==> src/rtl/i2c_bus_conditioner_pkg.sv <==
// rtl/i2c_bus_conditioner_pkg.sv - START/STOP detection state codes shared by the I2C slave front end
package i2c_bus_conditioner_pkg;

    typedef enum logic [1:0] {
        NULL_DET  = 2'b00,
        START_DET = 2'b01,
        STOP_DET  = 2'b10
    } det_state_t;

endpackage

==> src/rtl/i2c_bus_conditioner_line_filter.sv <==
// rtl/i2c_bus_conditioner_line_filter.sv - synchroniser plus debounce filter for one I2C pad line (idles high)
module i2c_line_filter #(
    parameter int SYNC_STAGES = 2,
    parameter int DEB_LEN     = 4
) (
    input  logic clk,
    input  logic rst,
    input  logic rawIn,
    output logic filtOut
);

    localparam int CW = (DEB_LEN > 1) ? $clog2(DEB_LEN) : 1;
    localparam logic [CW-1:0] CNT_LAST = CW'(DEB_LEN - 1);

    logic [SYNC_STAGES-1:0] sync_q;
    logic [CW-1:0]          cnt_q;
    logic                   synced;

    assign synced = sync_q[SYNC_STAGES-1];

    always_ff @(posedge clk or posedge rst) begin
        if (rst) begin
            sync_q <= '1;
        end else begin
            sync_q <= {sync_q[SYNC_STAGES-2:0], rawIn};
        end
    end

    // The output only follows after DEB_LEN consecutive disagreeing samples.
    always_ff @(posedge clk or posedge rst) begin
        if (rst) begin
            cnt_q   <= '0;
            filtOut <= 1'b1;
        end else if (synced == filtOut) begin
            cnt_q <= '0;
        end else if (cnt_q == CNT_LAST) begin
            cnt_q   <= '0;
            filtOut <= ~filtOut;
        end else begin
            cnt_q <= cnt_q + CW'(1);
        end
    end

endmodule

==> src/rtl/i2c_bus_conditioner.sv <==
// rtl/i2c_bus_conditioner.sv - filtered SCL/SDA, sticky START/STOP detection and bus-busy tracking
// Optional SCL-low bus timeout is enabled with `I2C_BUS_TIMEOUT_EN.
module i2c_bus_conditioner
    import i2c_bus_conditioner_pkg::*;
#(
    parameter int SYNC_STAGES = 2,
    parameter int DEB_LEN     = 4
`ifdef I2C_BUS_TIMEOUT_EN
    ,
    parameter int TIMEOUT_CYC = 50000
`endif
) (
    input  logic       clk,
    input  logic       rst,
    input  logic       sclRaw,
    input  logic       sdaRaw,
    input  logic       clearStartStopDet,
    output logic       scl,
    output logic       sdaIn,
    output logic [1:0] startStopDetState,
    output logic       busBusy
`ifdef I2C_BUS_TIMEOUT_EN
    ,
    output logic       timeoutFlag
`endif
);

    det_state_t state_q, state_next;
    logic       busy_q, busy_next;
    logic       scl_d, sda_d;
    logic       start_cond, stop_cond;
    logic       timeout_hit;

    i2c_line_filter #(
        .SYNC_STAGES(SYNC_STAGES),
        .DEB_LEN    (DEB_LEN)
    ) u_scl_filter (
        .clk    (clk),
        .rst    (rst),
        .rawIn  (sclRaw),
        .filtOut(scl)
    );

    i2c_line_filter #(
        .SYNC_STAGES(SYNC_STAGES),
        .DEB_LEN    (DEB_LEN)
    ) u_sda_filter (
        .clk    (clk),
        .rst    (rst),
        .rawIn  (sdaRaw),
        .filtOut(sdaIn)
    );

    always_ff @(posedge clk or posedge rst) begin
        if (rst) begin
            scl_d <= 1'b1;
            sda_d <= 1'b1;
        end else begin
            scl_d <= scl;
            sda_d <= sdaIn;
        end
    end

    // Requiring SCL high on both samples rejects SDA edges coincident with an SCL edge.
    assign start_cond = scl_d & scl & sda_d & ~sdaIn;
    assign stop_cond  = scl_d & scl & ~sda_d & sdaIn;

`ifdef I2C_BUS_TIMEOUT_EN
    logic [15:0] to_cnt_q;
    logic        timeout_next;

    assign timeout_hit = busy_q & ~scl & (to_cnt_q == 16'(TIMEOUT_CYC - 1));

    always_ff @(posedge clk or posedge rst) begin
        if (rst) begin
            to_cnt_q <= '0;
        end else if (!busy_q || scl || timeout_hit) begin
            to_cnt_q <= '0;
        end else begin
            to_cnt_q <= to_cnt_q + 16'd1;
        end
    end
`else
    assign timeout_hit = 1'b0;
`endif

    always_ff @(posedge clk or posedge rst) begin
        if (rst) begin
            state_q <= NULL_DET;
            busy_q  <= 1'b0;
        end else begin
            state_q <= state_next;
            busy_q  <= busy_next;
        end
    end

    // Bus events take priority over clear so a detection is never dropped.
    always_comb begin
        state_next = state_q;
        busy_next  = busy_q;
        if (start_cond) begin
            state_next = START_DET;
            busy_next  = 1'b1;
        end else if (stop_cond || timeout_hit) begin
            state_next = STOP_DET;
            busy_next  = 1'b0;
        end else if (clearStartStopDet) begin
            state_next = NULL_DET;
        end
    end

`ifdef I2C_BUS_TIMEOUT_EN
    assign timeout_next = timeout_hit & ~start_cond & ~stop_cond;

    always_ff @(posedge clk or posedge rst) begin
        if (rst) begin
            timeoutFlag <= 1'b0;
        end else begin
            timeoutFlag <= timeout_next;
        end
    end
`endif

    assign startStopDetState = state_q;
    assign busBusy           = busy_q;

endmodule

==> config.mk <==
export PLATFORM = sky130hd
export DESIGN_NAME = i2c_bus_conditioner
export DESIGN_NICKNAME = d
export VERILOG_FILES = /design/src/rtl/i2c_bus_conditioner_pkg.sv /design/src/rtl/i2c_bus_conditioner_line_filter.sv /design/src/rtl/i2c_bus_conditioner.sv
export SDC_FILE = /design/constraint.sdc
export NUM_CORES = 1
export LEC_CHECK = 0
export CORE_AREA = 2 2 46 48
export DETAILED_ROUTE_END_ITERATION = 10
export DIE_AREA = 0 0 48 50
export DONT_BUFFER_PORTS = 1
export PLACE_DENSITY = 0.39
export RECOVER_POWER = 100
export SLEW_MARGIN = 10
export SYNTH_ARGS = -nofsm -noshare
export SYNTH_HDL_FRONTEND = slang
export SYNTH_SLANG_ARGS = --single-unit
==> constraint.sdc <==
create_clock -name clk -period 1.2 [get_ports clk]
set_input_delay 0.18 -clock clk [delete_from_list [all_inputs] [get_ports clk]]
set_output_delay 0.18 -clock clk [all_outputs]
set_load 0.02 [all_outputs]
Yosys cells after proc, flatten, opt, wreduce, memory -nomap -nowiden. Cells that the tools add are included.

Output and inout bits: 5. Word-level logic and storage cells: 39. Flip-flop bits (word level): 15. Input port bits: 5.

Muxes and demuxes: 9. Add/sub/neg operators: 2. Eq/ne operators: 4. Reduce and logical (&&, ||, !) cells: 4. Bitwise logic cells: 10.

Operators with widths (count): 2-bit 2-to-1 mux (7); 1-bit bitwise AND (5); 1-bit NOT (5); 2-bit by 1-bit adder with 2-bit output, second input constant (2); 2-bit equality test, second input constant (2); 2-bit AND reduction (2); 3-bit nonzero test (1); 1-bit equality test (2); 1-bit 2-to-1 mux (2); 2-bit nonzero test (1).

Depth between registers and ports, before layout. Gate-level depths: netlist of run 1.

Word-level depth: 5. Gate-level depth with buffers: 3. Mapped depth without buffers: 3.

Modules after synthesis. Synthesis of run 1 repeated with hierarchy kept, for this count alone.

Cells, all modules: 41. Area total of the unflattened synthesis: 558.0 sq um.

By module, submodules not included: i2c_line_filter (cells an instance 11, area an instance 181.4 sq um, times used 2, sequential area each 128.9 sq um); i2c_bus_conditioner (cells an instance 19, area an instance 195.2 sq um, times used 1, sequential area each 127.6 sq um).

Worst setup path before layout of run 1. No wires, ideal clock.

Path kind: flip-flop to flip-flop. Start: register u_scl_filter.filtOut. End: register busy_q, in the netlist busBusy. Buffers on the path: 0. Arrival time: 0.932 ns. Period minus slack after synthesis: 1.062 ns. Library setup time: 0.130 ns. Stages on the path, launching flop included: 4. Path slack: 0.138 ns. Required time: 1.070 ns. Cell sequence: dfstp_2 > nand2_1 > o21ai_0 > a21oi_1.

Cells in the longest elaborated chain, start to end: 4. Elaborated cells on any way between the ends: 7. Classes of those cells: 1 x mux; 5 x bitwise; 1 x reduce/logical.

RTL lines: from (decl) (RTL line i2c_bus_conditioner_line_filter.sv:9) `output logic filtOut`; from (signal assigned) (RTL line i2c_bus_conditioner_line_filter.sv:38) `filtOut <= ~filtOut;`; 1-bit bitwise AND * (RTL line i2c_bus_conditioner.sv:65, i2c_bus_conditioner.sv:66); 1-bit bitwise AND (on tied branches) (2 in a row) (RTL line i2c_bus_conditioner.sv:65, i2c_bus_conditioner.sv:66); 1-bit 2-to-1 mux or 2-bit nonzero test (tied branches); to (signal assigned) (RTL line i2c_bus_conditioner.sv:93) `busy_q <= busy_next;`; to (decl) (RTL line i2c_bus_conditioner.sv:29) `logic busy_q, busy_next;`.

Mark *: on every way between the ends. The rest lies on a longest branch, timed or not. A chain may end at the register's enable or synchronous reset.

Worst setup path after layout of run 1.
Start: register u_scl_filter.filtOut. End: output port scl.

RTL lines: to (decl) (RTL line i2c_bus_conditioner.sv:18) `output logic scl,`.

No word-level cell between the ends.

==> reports/metrics.yaml, run 1 <==
setup_path:
  rr_endpoint: "busBusy$_DFFE_PP0P_"
  r2r_cells: 3
  critPathKind: "reg2out"
  cp-end-kind: "primary output"
  start_kind: "register"
  slowest_delay_ns: 0.55
  crit_end: "scl"
  worstPathBufferInverterCount: 1
  crit_chain: "buf_4"
  critical-path-top-delay-family: "flip-flops"
  path_max_fanout: 4
  cp_data_arrival_time_ns: 0.97
  worstPathRequired_ns: 1.02
  r2r_slack_ns: 0.12
  r2r_start: "scl_d$_DFF_PP1_"
  cp_slowest_cell: "dfstp_2"
  worstSetupPathDepth: 1
  crit_start: "u_scl_filter.filtOut$_DFFE_PP1P_"
synth:
  syn_nets: 45
  synth-seq-cells: 15
  synthesis.area_sq_um: 549
  synth_area_leaders: "dfstp_2 38%, dfrtp_1 32%, ha_1 4.6%"
  ys_seq_area_share_pct: 70.2
  synth_area_leader_cell: "dfstp_2"
  synth.avg_cell_area_sq_um: 14.5
  synth_cell_types: 16
  yosysWarningCount: 0
  synth_top_area_share_pct: 38.3
  syn_inst: 38
sta:
  fin_crit_ns: 1.15
  slew_headroom_pct: 62.7
  report.final.slew_viol_count: 0
  rsz0062_at_grt: "no"
  fin_ws_ns: 0.0523
  tightest_slew_ns: 0.559
  setup_violations: 0
  hold_violations: 0
  fmax_mhz: 871
  fin_worst_skew_ns: 0.00162
  finalCritPeriodShare_pct: 95.6
  fin_tns_setup_ns: 0
finish:
  fin_nets: 56
  fill_cells: 200
  register_area_sq_um: 385
  area_growth_pct: 19.1
  layout_common_cells: "7 x dfrtp_1, 7 x dfstp_2"
  multiInputGateArea_sq_um: 160
  layout-drive-gt1-share_pct: 29.2
  antenna_cells: 0
power:
  p_per_area_mw_per_mm2: 2420
  worst_ir_drop_vdd_mv: 0.806
  p_leak_nw: 0.273
route:
  routed_wl_um: 886
  first_pass_iters: 3
  viasPerCell: 4.20
  via_count: 315
  wl_per_cell_um: 11.8
  drc: 0
  drt_iter0_drc: 5
  antenna_left: 0
grt:
  grt_max_degree: 16
  grt_use_total_pct: 9.37
  antenna_found_initial: 0
  grt_pass1_wl_um: 1550
  grt_pass1_vias: 382
  gr-total-overflow: 0
clocking:
  tritoncts: "done"
  cts_max_level: 1
  clkTransAtPathRegs_ns: 0.08
  clockBufferDepth: 2
  cts_root_buf: "clkbuf_4"
  ctsResizeCount: 0
  numCtsBuffers: 3
  clock_sinks: 15
  worstSkewPairLatency_ns: 0.27
floorplanning:
  die_w_um: 48
  die_area_sq_mm: 0.00240
  boundaryPins: 10
  core_area_sq_mm: 0.00190
  fp.dieH_um: 50
  initial_core_util_pct: 28.9
  rows: 16
outcome:
  run_status: "complete, no violations"
placed_design:
  dp_hpwl_um: 662
  place_ws_ns: 0.0871
  io_buffers: 0
  globalplace.congestion: 0.649
worst_hold_path:
  min_path_type: "in2reg"
job:
  max-cap-violations: 0
-- per-layer routing --
layer | global-route usage [%] | vias up | share of wire, %
met5 | 0 | - | 0
met4 | 4.05 | 0 | 0
met3 | 3.30 | 0 | 6.2
met2 | 16.0 | 8 | 54
met1 | 9.77 | 155 | 40
li1 | - | 152 | -
-- how the worst min path moves through the flow --
stage                 startpoint                               end  slack (ns)  depth (start not counted)
5_1_grt        clearStartStopDet  startStopDetState[0]$_DFFE_PP0P_        0.13                          3
3_3_place_gp                 rst   u_scl_filter.cnt_q[1]$_DFF_PP0_        0.13                          1
6_report       clearStartStopDet  startStopDetState[0]$_DFFE_PP0P_        0.12                          3
3_5_place_dp                 rst   u_scl_filter.cnt_q[0]$_DFF_PP0_        0.14                          1
2_1_floorplan                rst               busBusy$_DFFE_PP0P_        0.08                          1
4_1_cts        clearStartStopDet  startStopDetState[0]$_DFFE_PP0P_        0.11                          3
-- final cells by class --
type,count,share of cell area [%]
clock buffers,4,4.02
inverters,1,0.574
multi-input cells,22,24.5
flip-flops and latches,15,58.9
well taps,27,5.16
repair buffers,6,6.88
-- Yosys cell counts --
master and n:
nand2_1 1, a21oi_1 2, nand2b_1 1, nor3_2 1
inv_1 1, mux2_2 2, o21ai_0 2, o21a_1 1
nor3_1 1, nor2b_1 3, dfrtp_1 7, ha_1 2
o21ai_1 1, a31oi_1 3, dfstp_2 8, xnor2_1 2
-- power by group --
group / leakage (nW) / switching, W / internal [W]
clock network: 0.0150 / 0.000140 / 0.000129
logic: 0.0822 / 0.000191 / 0.000194
registers: 0.176 / 0.000209 / 0.000721
total: 0.273 / 0.000540 / 0.00104
-- worst min-delay path: stages --
cell     delay, ns
nor2b_1       0.04
o21ai_0       0.07
a21oi_1       0.07
-- flip-flops by register name, indices dropped and copies added (netlist names) --
signal	count
startStopDetState	2
u_scl_filter.cnt_q	2
u_scl_filter.sync_q	2
u_sda_filter.cnt_q	2
u_sda_filter.sync_q	2
busBusy	1
scl_d	1
sda_d	1
u_scl_filter.filtOut	1
u_sda_filter.filtOut	1
-- what timing repair did --
action                                  in CTS  in global routing
buffers inserted                             2                  0
hold buffers                                 3                  0
endpoints found under the setup margin       1                  0
endpoints found under the hold margin        9                  0
-- per-stage QoR --
step | power (W) | instances | hold WS (ns) | cell area, sq um | utilization (%)
floorplan | 0.00118 | 38 | 0.0758 | 549 | -
global placement | 0.00126 | 66 | 0.130 | 591 | 31.1
detailed placement | 0.00131 | 66 | 0.140 | 591 | 31.1
CTS | 0.00164 | 75 | 0.115 | 662 | 34.8
global route | 0.00172 | 75 | 0.128 | 654 | 34.4
finish | 0.00158 | 75 | 0.124 | 654 | 34.4
-- logic make-up after synthesis --
kind of cell	Yosys count	share of synthesized area, %
DFF	15	70.2
AOI/OAI and AO/OA	9	9.34
and+or+nand+nor	7	7.97
xor gates and xnor gates	2	3.19
muxes	2	4.10
adders and majority gates	2	4.56
buffers and inverters	1	0.683
No activity file was read; power rests on OpenSTA's default activity.
==> run 2, diff against run 1 <==
CTS_CLUSTER_SIZE = 24   (was not set)
SLEW_MARGIN = not set   (was 10)
==> results of run 2 <==
The final DEF is identical to that of run 1; final timing and power are the same.
